`src/rtl/regfile_writeback_ctrl.sv`:
```
// ---------------------------------------------------------------------------
// regfile_writeback_ctrl
//
// Write-side master for the register file. Collects results from the ALU
// (through a small FIFO) and from the load unit (through a single holding
// register), then issues at most one register-file write per cycle.
// Decode uses pend_mask to stall on read-after-write hazards.
//
// Ports
//   clk        rising-edge clock
//   reset      synchronous, active-high; discards all buffered results
//   alu_valid  ALU result valid
//   alu_rd     ALU destination register
//   alu_data   ALU result data
//   alu_ready  ALU FIFO can accept (not full)
//   mem_valid  load result valid
//   mem_rd     load destination register
//   mem_data   load data
//   mem_ready  holding register can accept (empty or draining this cycle)
//   regWrite   register-file write enable, one pulse per write
//   select     1: address on rd1 (ALU), 0: address on rd2 (mem)
//   rd1        ALU write address
//   rd2        mem write address
//   WriteData  write data
//   pend_mask  bit i set while a write to register i is buffered or issuing
// ---------------------------------------------------------------------------
module regfile_writeback_ctrl #(
  parameter int DATA_W         = 16,
  parameter int ADDR_W         = 4,
  parameter int ALU_DEPTH      = 2,
  parameter int MAX_MEM_STREAK = 3,
  parameter int R0_HARDWIRED   = 1
) (
  input  logic                   clk,
  input  logic                   reset,
  input  logic                   alu_valid,
  input  logic [ADDR_W-1:0]      alu_rd,
  input  logic [DATA_W-1:0]      alu_data,
  output logic                   alu_ready,
  input  logic                   mem_valid,
  input  logic [ADDR_W-1:0]      mem_rd,
  input  logic [DATA_W-1:0]      mem_data,
  output logic                   mem_ready,
  output logic                   regWrite,
  output logic                   select,
  output logic [ADDR_W-1:0]      rd1,
  output logic [ADDR_W-1:0]      rd2,
  output logic [DATA_W-1:0]      WriteData,
  output logic [2**ADDR_W-1:0]   pend_mask
);

  localparam int PTR_W    = (ALU_DEPTH > 1) ? $clog2(ALU_DEPTH) : 1;
  localparam int CNT_W    = PTR_W + 1;
  localparam int STREAK_W = $clog2(MAX_MEM_STREAK + 1);
  localparam int NREG     = 2**ADDR_W;

  // ALU FIFO storage and pointers
  logic [ADDR_W-1:0]   fifoRd     [ALU_DEPTH];
  logic [DATA_W-1:0]   fifoData   [ALU_DEPTH];
  logic [PTR_W-1:0]    wrPtr;
  logic [PTR_W-1:0]    rdPtr;
  logic [CNT_W-1:0]    fifoCount;

  // Load-result holding register
  logic                holdValid;
  logic [ADDR_W-1:0]   holdRd;
  logic [DATA_W-1:0]   holdData;

  // Consecutive mem grants while ALU work is waiting
  logic [STREAK_W-1:0] streak;

  // Next-state values
  logic [ADDR_W-1:0]   fifoRdNext   [ALU_DEPTH];
  logic [DATA_W-1:0]   fifoDataNext [ALU_DEPTH];
  logic [PTR_W-1:0]    wrPtrNext;
  logic [PTR_W-1:0]    rdPtrNext;
  logic [CNT_W-1:0]    countNext;
  logic                holdValidNext;
  logic [ADDR_W-1:0]   holdRdNext;
  logic [DATA_W-1:0]   holdDataNext;
  logic [STREAK_W-1:0] streakNext;
  logic                outValidNext;
  logic [ADDR_W-1:0]   outRdNext;
  logic [NREG-1:0]     pendNext;
  logic [PTR_W-1:0]    entryIdx;

  // Arbitration and handshake terms, all from registered state
  logic fifoFull;
  logic fifoNonEmpty;
  logic streakMax;
  logic memGrant;
  logic aluGrant;
  logic aluIsR0;
  logic memIsR0;
  logic aluPush;
  logic memPush;

  assign fifoFull     = (fifoCount == CNT_W'(ALU_DEPTH));
  assign fifoNonEmpty = (fifoCount != {CNT_W{1'b0}});
  assign streakMax    = (streak == STREAK_W'(MAX_MEM_STREAK));

  // The streak cap only bites when ALU work is actually waiting.
  assign memGrant  = holdValid && !(fifoNonEmpty && streakMax);
  assign aluGrant  = fifoNonEmpty && !memGrant;

  assign alu_ready = !fifoFull;
  assign mem_ready = !holdValid || memGrant;

  // Writes to r0 complete the handshake but are dropped here.
  assign aluIsR0 = (R0_HARDWIRED != 0) && (alu_rd == {ADDR_W{1'b0}});
  assign memIsR0 = (R0_HARDWIRED != 0) && (mem_rd == {ADDR_W{1'b0}});
  assign aluPush = alu_valid && alu_ready && !aluIsR0;
  assign memPush = mem_valid && mem_ready && !memIsR0;

  // Next-state computation for FIFO, holding register, streak and pend mask
  always_comb begin
    fifoRdNext    = fifoRd;
    fifoDataNext  = fifoData;
    wrPtrNext     = wrPtr;
    rdPtrNext     = rdPtr;
    countNext     = fifoCount;
    holdValidNext = holdValid;
    holdRdNext    = holdRd;
    holdDataNext  = holdData;
    streakNext    = streak;
    outValidNext  = 1'b0;
    outRdNext     = {ADDR_W{1'b0}};
    pendNext      = {NREG{1'b0}};
    entryIdx      = {PTR_W{1'b0}};

    if (aluPush) begin
      fifoRdNext[wrPtr]   = alu_rd;
      fifoDataNext[wrPtr] = alu_data;
      wrPtrNext           = wrPtr + PTR_W'(1'b1);
    end else begin
      wrPtrNext = wrPtr;
    end

    if (aluGrant) begin
      rdPtrNext = rdPtr + PTR_W'(1'b1);
    end else begin
      rdPtrNext = rdPtr;
    end

    case ({aluPush, aluGrant})
      2'b10:   countNext = fifoCount + CNT_W'(1'b1);
      2'b01:   countNext = fifoCount - CNT_W'(1'b1);
      default: countNext = fifoCount;
    endcase

    // A refill on the draining edge keeps the holding register occupied.
    if (memPush) begin
      holdValidNext = 1'b1;
      holdRdNext    = mem_rd;
      holdDataNext  = mem_data;
    end else if (memGrant) begin
      holdValidNext = 1'b0;
    end else begin
      holdValidNext = holdValid;
    end

    if (aluGrant || !fifoNonEmpty) begin
      streakNext = {STREAK_W{1'b0}};
    end else if (memGrant && !streakMax) begin
      streakNext = streak + STREAK_W'(1'b1);
    end else begin
      streakNext = streak;
    end

    if (memGrant) begin
      outValidNext = 1'b1;
      outRdNext    = holdRd;
    end else if (aluGrant) begin
      outValidNext = 1'b1;
      outRdNext    = fifoRd[rdPtr];
    end else begin
      outValidNext = 1'b0;
    end

    // Pending = every entry still buffered after this edge, plus the one issuing.
    for (int i = 0; i < ALU_DEPTH; i++) begin
      entryIdx = rdPtrNext + PTR_W'(i);
      if (CNT_W'(i) < countNext) begin
        pendNext[fifoRdNext[entryIdx]] = 1'b1;
      end else begin
        pendNext = pendNext;
      end
    end
    if (holdValidNext) begin
      pendNext[holdRdNext] = 1'b1;
    end else begin
      pendNext = pendNext;
    end
    if (outValidNext) begin
      pendNext[outRdNext] = 1'b1;
    end else begin
      pendNext = pendNext;
    end
  end

  // Buffer state registers
  always_ff @(posedge clk) begin
    if (reset) begin
      for (int i = 0; i < ALU_DEPTH; i++) begin
        fifoRd[i]   <= {ADDR_W{1'b0}};
        fifoData[i] <= {DATA_W{1'b0}};
      end
      wrPtr     <= {PTR_W{1'b0}};
      rdPtr     <= {PTR_W{1'b0}};
      fifoCount <= {CNT_W{1'b0}};
      holdValid <= 1'b0;
      holdRd    <= {ADDR_W{1'b0}};
      holdData  <= {DATA_W{1'b0}};
      streak    <= {STREAK_W{1'b0}};
    end else begin
      fifoRd    <= fifoRdNext;
      fifoData  <= fifoDataNext;
      wrPtr     <= wrPtrNext;
      rdPtr     <= rdPtrNext;
      fifoCount <= countNext;
      holdValid <= holdValidNext;
      holdRd    <= holdRdNext;
      holdData  <= holdDataNext;
      streak    <= streakNext;
    end
  end

  // Registered register-file write port and hazard mask
  always_ff @(posedge clk) begin
    if (reset) begin
      regWrite  <= 1'b0;
      select    <= 1'b0;
      rd1       <= {ADDR_W{1'b0}};
      rd2       <= {ADDR_W{1'b0}};
      WriteData <= {DATA_W{1'b0}};
      pend_mask <= {NREG{1'b0}};
    end else begin
      regWrite  <= outValidNext;
      pend_mask <= pendNext;
      if (memGrant) begin
        select    <= 1'b0;
        rd2       <= holdRd;
        WriteData <= holdData;
      end else if (aluGrant) begin
        select    <= 1'b1;
        rd1       <= fifoRd[rdPtr];
        WriteData <= fifoData[rdPtr];
      end else begin
        select    <= select;
        rd1       <= rd1;
        rd2       <= rd2;
        WriteData <= WriteData;
      end
    end
  end

endmodule

```
`config.mk`:
```
export PLATFORM = sky130hd
export DESIGN_NAME = regfile_writeback_ctrl
export DESIGN_NICKNAME = d
export VERILOG_FILES = /design/src/rtl/regfile_writeback_ctrl.sv
export SDC_FILE = /design/constraint.sdc
export NUM_CORES = 1
export LEC_CHECK = 0
export ABC_AREA = 1
export CORE_MARGIN = 5
export CORE_UTILIZATION = 40
export DETAILED_ROUTE_END_ITERATION = 8
export PLACE_DENSITY = 0.6
export SETUP_SLACK_MARGIN = 0.1
export SLEW_MARGIN = 20
export SYNTH_ARGS = -nofsm -noshare
export SYNTH_HDL_FRONTEND = slang
export SYNTH_SLANG_ARGS = --single-unit
```
`constraint.sdc`:
```
create_clock -name clk -period 5.1 [get_ports clk]
set_input_delay 0.765 -clock clk [delete_from_list [all_inputs] [get_ports clk]]
set_output_delay 0.765 -clock clk [all_outputs]
set_load 0.02 [all_outputs]
```
* Yosys cells after proc, flatten, opt, wreduce, memory -nomap -nowiden *
Index checks and enable logic that the tools add are counted.

operators by class
  add/subtract/negate cells = 6
  $lt $le $gt $ge = 15
  equal/unequal tests = 4
  muxes and demuxes = 42
  bitwise logic cells = 8
  reductions and logical operators = 30

operators by type and width
  kind                                                                                  number
  16-bit two-way mux                                                                    10
  4-bit two-way mux                                                                     13
  16-bit bitwise OR                                                                     3
  32-bit bitwise mux                                                                    1
  4-bit by 5-bit less-than comparator with 1-bit output (second input constant)         4
  1-bit demux with 4-bit select                                                         4
  16-bit demux with 1-bit select                                                        1
  4-bit by 1-bit greater-or-equal comparator with 1-bit output (second input constant)  4
  1-bit logical AND                                                                     13
  1-bit two-way mux                                                                     9
  8-bit bitwise mux                                                                     1
  2-bit greater-or-equal comparator (second input constant)                             4
  1-bit logical NOT                                                                     8
  4-bit logical NOT                                                                     2
  8-bit two-way mux                                                                     1
  1-bit inverter with 2-bit output                                                      4
  2-bit == test (second input constant)                                                 3
  2-bit by 1-bit adder with 2-bit output (second input constant)                        2
  4-bit demux with 1-bit select                                                         1
  1-bit by 2-bit less-than comparator with 1-bit output (first input constant)          2
  2-bit one-hot mux with 2 select lines                                                 1
  2-bit nonzero test                                                                    2
  2-bit OR reduction                                                                    2
  1-bit adder (second input constant)                                                   3
  other kinds (6)                                                                       7

word-level totals
  flip-flop bits (word level) = 109
  input port bits = 44
  output and inout bits = 44
  word-level logic and storage cells = 122

* Longest topological paths before layout *
  depth in word-level cells = 22
  depth in mapped cells = 15

* Worst setup path before layout *
OpenSTA, ideal clock, no wires.

  path kind = input to register
  from = in alu_valid
  to = reg pend_mask[10]
  library setup time = 0.057 ns
  data arrival time = 2.403 ns
  slack = 2.641 ns
  stages on the path = 15
  path through = inv_1 > a21oi_4 > nand2_2 > buf_6 > ha_1 > or2_2 > nand3_1 > nand2_1 > nand2_1 > nand2_1 > nor2_1 > nand2_1 > nand3_1 > nand2_1 > inv_1

between the ends
  cells in the longest elaborated chain, start to end = 17

ends and longest elaborated chain
  item                                                                                                                                                         line  text
  start: declaration                                                                                                                                           36    input logic alu_valid,
  1-bit logical AND * (2 in a row)                                                                                                                             112   assign aluPush = alu_valid && alu_ready && !aluIsR0;
  8-bit two-way mux                                                                                                                                            131   if (aluPush) begin
  4-bit two-way mux (not written as such) (3 in a row)                                                                                                         184   pendNext[fifoRdNext[entryIdx]] = 1'b1;
  4-bit by 5-bit less-than comparator with 1-bit output (not written as such) or 4-bit by 1-bit greater-or-equal comparator with 1-bit output (tied branches)  184
  1-bit logical AND (not written as such)                                                                                                                      184
  1-bit two-way mux (not written as such)                                                                                                                      184
  1-bit demux with 4-bit select                                                                                                                                184
  16-bit two-way mux                                                                                                                                           183   if (CNT_W'(i) < countNext) begin
  16-bit bitwise OR (no source line)                                                                                                                           n/a
  16-bit two-way mux *                                                                                                                                         183
  16-bit bitwise OR (no source line)                                                                                                                           n/a
  16-bit two-way mux *                                                                                                                                         189   if (holdValidNext) begin
  16-bit bitwise OR (no source line)                                                                                                                           n/a
  16-bit two-way mux *                                                                                                                                         194   if (outValidNext) begin
  end signal: assignment                                                                                                                                       236   pend_mask <= {NREG{1'b0}};
  end signal: assignment                                                                                                                                       239   pend_mask <= pendNext;
  end: declaration                                                                                                                                             49    output logic [2**ADDR_W-1:0] pend_mask

Mark *: on every way between the ends. The rest lies on a longest branch, timed or not. The select of a mux whose other input is x is not followed.
A chain may end at the register's enable or synchronous reset.

* Worst setup path in the final report *
  from = in alu_rd[3]
  to = reg pend_mask[10]

between the ends
  cells in the longest elaborated chain, start to end = 18

ends and longest elaborated chain
  item                                                                                                                                                         line  text
  start: declaration                                                                                                                                           37    input logic [ADDR_W-1:0] alu_rd,
  4-bit logical NOT                                                                                                                                            110   assign aluIsR0 = (R0_HARDWIRED != 0) && (alu_rd == {ADDR_W{1'b0}});
  1-bit logical NOT                                                                                                                                            112
  1-bit logical AND                                                                                                                                            112
  8-bit two-way mux                                                                                                                                            131
  4-bit two-way mux (not written as such) (3 in a row)                                                                                                         184
  4-bit by 5-bit less-than comparator with 1-bit output (not written as such) or 4-bit by 1-bit greater-or-equal comparator with 1-bit output (tied branches)  184
  1-bit logical AND (not written as such)                                                                                                                      184
  1-bit two-way mux (not written as such)                                                                                                                      184
  1-bit demux with 4-bit select                                                                                                                                184
  16-bit two-way mux                                                                                                                                           183
  16-bit bitwise OR (no source line)                                                                                                                           n/a
  16-bit two-way mux *                                                                                                                                         183
  16-bit bitwise OR (no source line)                                                                                                                           n/a
  16-bit two-way mux *                                                                                                                                         189
  16-bit bitwise OR (no source line)                                                                                                                           n/a
  16-bit two-way mux *                                                                                                                                         194

Marked as above.

==> metrics.yaml <==
final_hold_viol_count: 0
synth_area_per_cell_um2: 6.64
crit_arrival_ns: 3.24
yosysSeqAreaShare_pct: 42.3
ant_nets: 0
drive_above_1_share_pct: 6.55
worst_pin_slew_ns: 0.949
synth_top_area_share_pct: 42.3
min_path_cells: 2
reg2reg_slack_ns: 2.35
cts-root-buf: "clkbuf_16"
coreArea_um2: 12600
max_freq_ghz: 0.341
avgRoutedWirePerCell_um: 14.0
maxCapViolCount: 0
first_pass_iters: 5
grt_max_degree: 42
dpl.hpwl_um: 10600
fill_cells: 1316
via_per_inst: 4.94
wirelength_um: 14400
grt_overflow: 0
power_density_nw_per_um2: 460
crit_type: "in -> reg"
syn_area_um2: 5160
dpl_cell_area_um2: 6140
r2r_end: "pend_mask[10]$_SDFF_PP0_"
cts_tree: "yes"
grt_util_all_layers_pct: 19.5
initial_core_util_pct: 40.9
drt_iter0_markers: 467
critical_path.startpoint: "alu_rd[3]"
synth_commonest_cells: "202 x nand2_1, 110 x nor2_1, 109 x dfxtp_1"
remaining_drc_errors: 0
grt_first_pass_wirelength_um: 23200
cts_resized: 0
fin_crit_sh_pct: 57.5
num_vias: 5069
r2r-start: "streak[0]$_SDFFE_PP0P_"
htreeDepth: 3
reg2regPathDepth: 12
io_pins: 88
final_net_count: 896
syn2layout_area_growth_pct: 24.6
synth_cell_types: 28
clock_latency_ns: 0.36
design_area_um2: 6430
relSlewSlack_pct: 36.6
ctsLongestPathBuffers: 2
finalSetupTns_ns: 0
final.min_clock_period_ns: 2.93
async_flop_share_pct: 0
grt_antenna_before_repair: 0
synth_edf_count: 0
rsz0062_at_grt: "false"
hold_buffers: 0
setup_viol: 0
worstPathMaxFanout: 12
ys_warn_count: 0
yosysTopAreaCell: "dfxtp_1"
cts_made_buffers: 9
syn-num-nets: 824
numPortBuffers: 87
clk_transition_reported_paths_ns: 0.08
drv_slew: 0
synth_seq_cells: 109
status: "complete, no violations"
die_x_um: 124
n_antenna_cell: 0
die_h_um: 124
fin_worst_skew_ns: 0.00587
hold_path_class: "reg -> reg"
synth_most_common_cell: "nand2_1"
total_power_mw: 2.96
cts_setup_buffers: 0
startpoint_type: "primary input"
synthCells: 778
hold_end: "holdData[13]$_SDFFE_PP0N_"
num_rows: 41
leakage_nw: 2.93
clock_sinks: 109
hold_path_startpoint: "holdData[13]$_SDFFE_PP0N_"
critPathRequiredTime_ns: 5.41
gp_congestion: 0.901
synth.area.top_cells: "dfxtp_1 42%, nand2_1 15%, nor2_1 8.0%"
synth_flop_cell: "dfxtp_1"
dieArea_um2: 15300
critPathCaptureType: "flop"
grt_pass1_vias: 4578
ir_drop_mv: 0.197
==> per-stage QoR <==
| stage | cells | util (%) | hold WS (ns) | setup WS, ns |
|---|---|---|---|---|
| finish | 1027 | 51.0 | 0.447 | 2.17 |
| global placement | 1011 | 48.7 | 0.432 | 1.87 |
| CTS | 1027 | 51.0 | 0.450 | 2.18 |
| global route | 1027 | 51.0 | 0.476 | 1.91 |
| floorplan | 778 | - | 0.420 | 2.64 |
| detailed placement | 1011 | 48.7 | 0.438 | 1.80 |
==> critical path, stage by stage <==
cell,delay [ns]
clkdlybuf4s50_1,0.51
nor2_1,0.06
nand2_1,0.24
nand2_2,0.24
ha_1,0.27
or2_2,0.28
nand3_1,0.07
nand2_1,0.06
nand2_1,0.14
nand2_1,0.09
nor2_1,0.21
nand2_1,0.08
nand3_1,0.09
nand2_1,0.06
inv_1,0.07
==> metal layers <==
layer  share of wire [%]  global-route usage [%]
met2                  40                    26.8
met5                   0                       0
met1                  52                    30.1
met3                 5.6                    3.50
met4                 1.8                    6.99
==> area by class of cell <==
cell class / instances / area [µm²] / area share [%]
clock buffer: 10 / 239 / 3.71
clock inverter: 6 / 52.6 / 0.817
inverter: 100 / 375 / 5.83
multi-input combinational: 536 / 2450 / 38.0
sequential: 109 / 2180 / 33.9
tap: 172 / 215 / 3.34
timing repair buffer: 94 / 923 / 14.4
==> logic make-up (layout without fill, tap and decap cells) <==
logic type	Yosys count	in the layout	share of synthesized area [%]
flip-flops	109	109	42.3
AO/OA/AOI/OAI	148	148	15.9
multiplexers	1	1	0.194
AND/OR/NAND/NOR	383	383	30.4
XOR/XNOR	2	2	0.339
buffers and inverters	133	210	10.3
adder cells (fa/ha/maj)	2	2	0.485
==> power breakdown <==
| group | internal [mW] | switching [mW] | leakage, nW | total (mW) |
|---|---|---|---|---|
| Sequential | 0.980 | 0.0659 | 0.894 | 1.05 |
| Combinational | 0.398 | 0.811 | 1.89 | 1.21 |
| Clock | 0.355 | 0.347 | 0.143 | 0.702 |
| Total | 1.73 | 1.22 | 2.93 | 2.96 |
==> how the worst max path moves through the flow <==
stage / depth (start not counted) / end
2_1_floorplan: 15 / pend_mask[10]$_SDFF_PP0_
3_3_place_gp: 15 / pend_mask[15]$_SDFF_PP0_
3_5_place_dp: 15 / pend_mask[10]$_SDFF_PP0_
4_1_cts: 15 / pend_mask[10]$_SDFF_PP0_
5_1_grt: 15 / pend_mask[9]$_SDFF_PP0_
6_report: 15 / pend_mask[10]$_SDFF_PP0_
==> registers in the layout, summed over array words and instances (netlist names) <==
register   cells
holdData      16
pend_mask     16
fifoCount      2
rdPtr          1
wrPtr          1
fifoRd         8
WriteData     16
streak         2
rd1            4
rd2            4
regWrite       1
fifoData      32
holdValid      1
select         1
holdRd         4
==> cell usage in the layout (no fill, tap or decap), drive strengths merged <==
cell type / synthesis / routed
nand2: 207 / 207
a21oi: 69 / 69
clkinvlp: 0 / 1
nand3: 46 / 46
clkinv: 3 / 3
clkdlybuf4s50: 0 / 87
o211ai: 2 / 2
inv: 97 / 102
buf: 6 / 7
clkbuf: 27 / 10
o22ai: 2 / 2
nand4: 4 / 4
dfxtp: 109 / 109
o21ai: 63 / 63
o221ai: 12 / 12
xor2: 2 / 2
mux2i: 1 / 1
nor3: 2 / 2
or2: 1 / 1
ha: 2 / 2
nor2: 123 / 123
No activity file was read; power rests on OpenSTA's default activity.
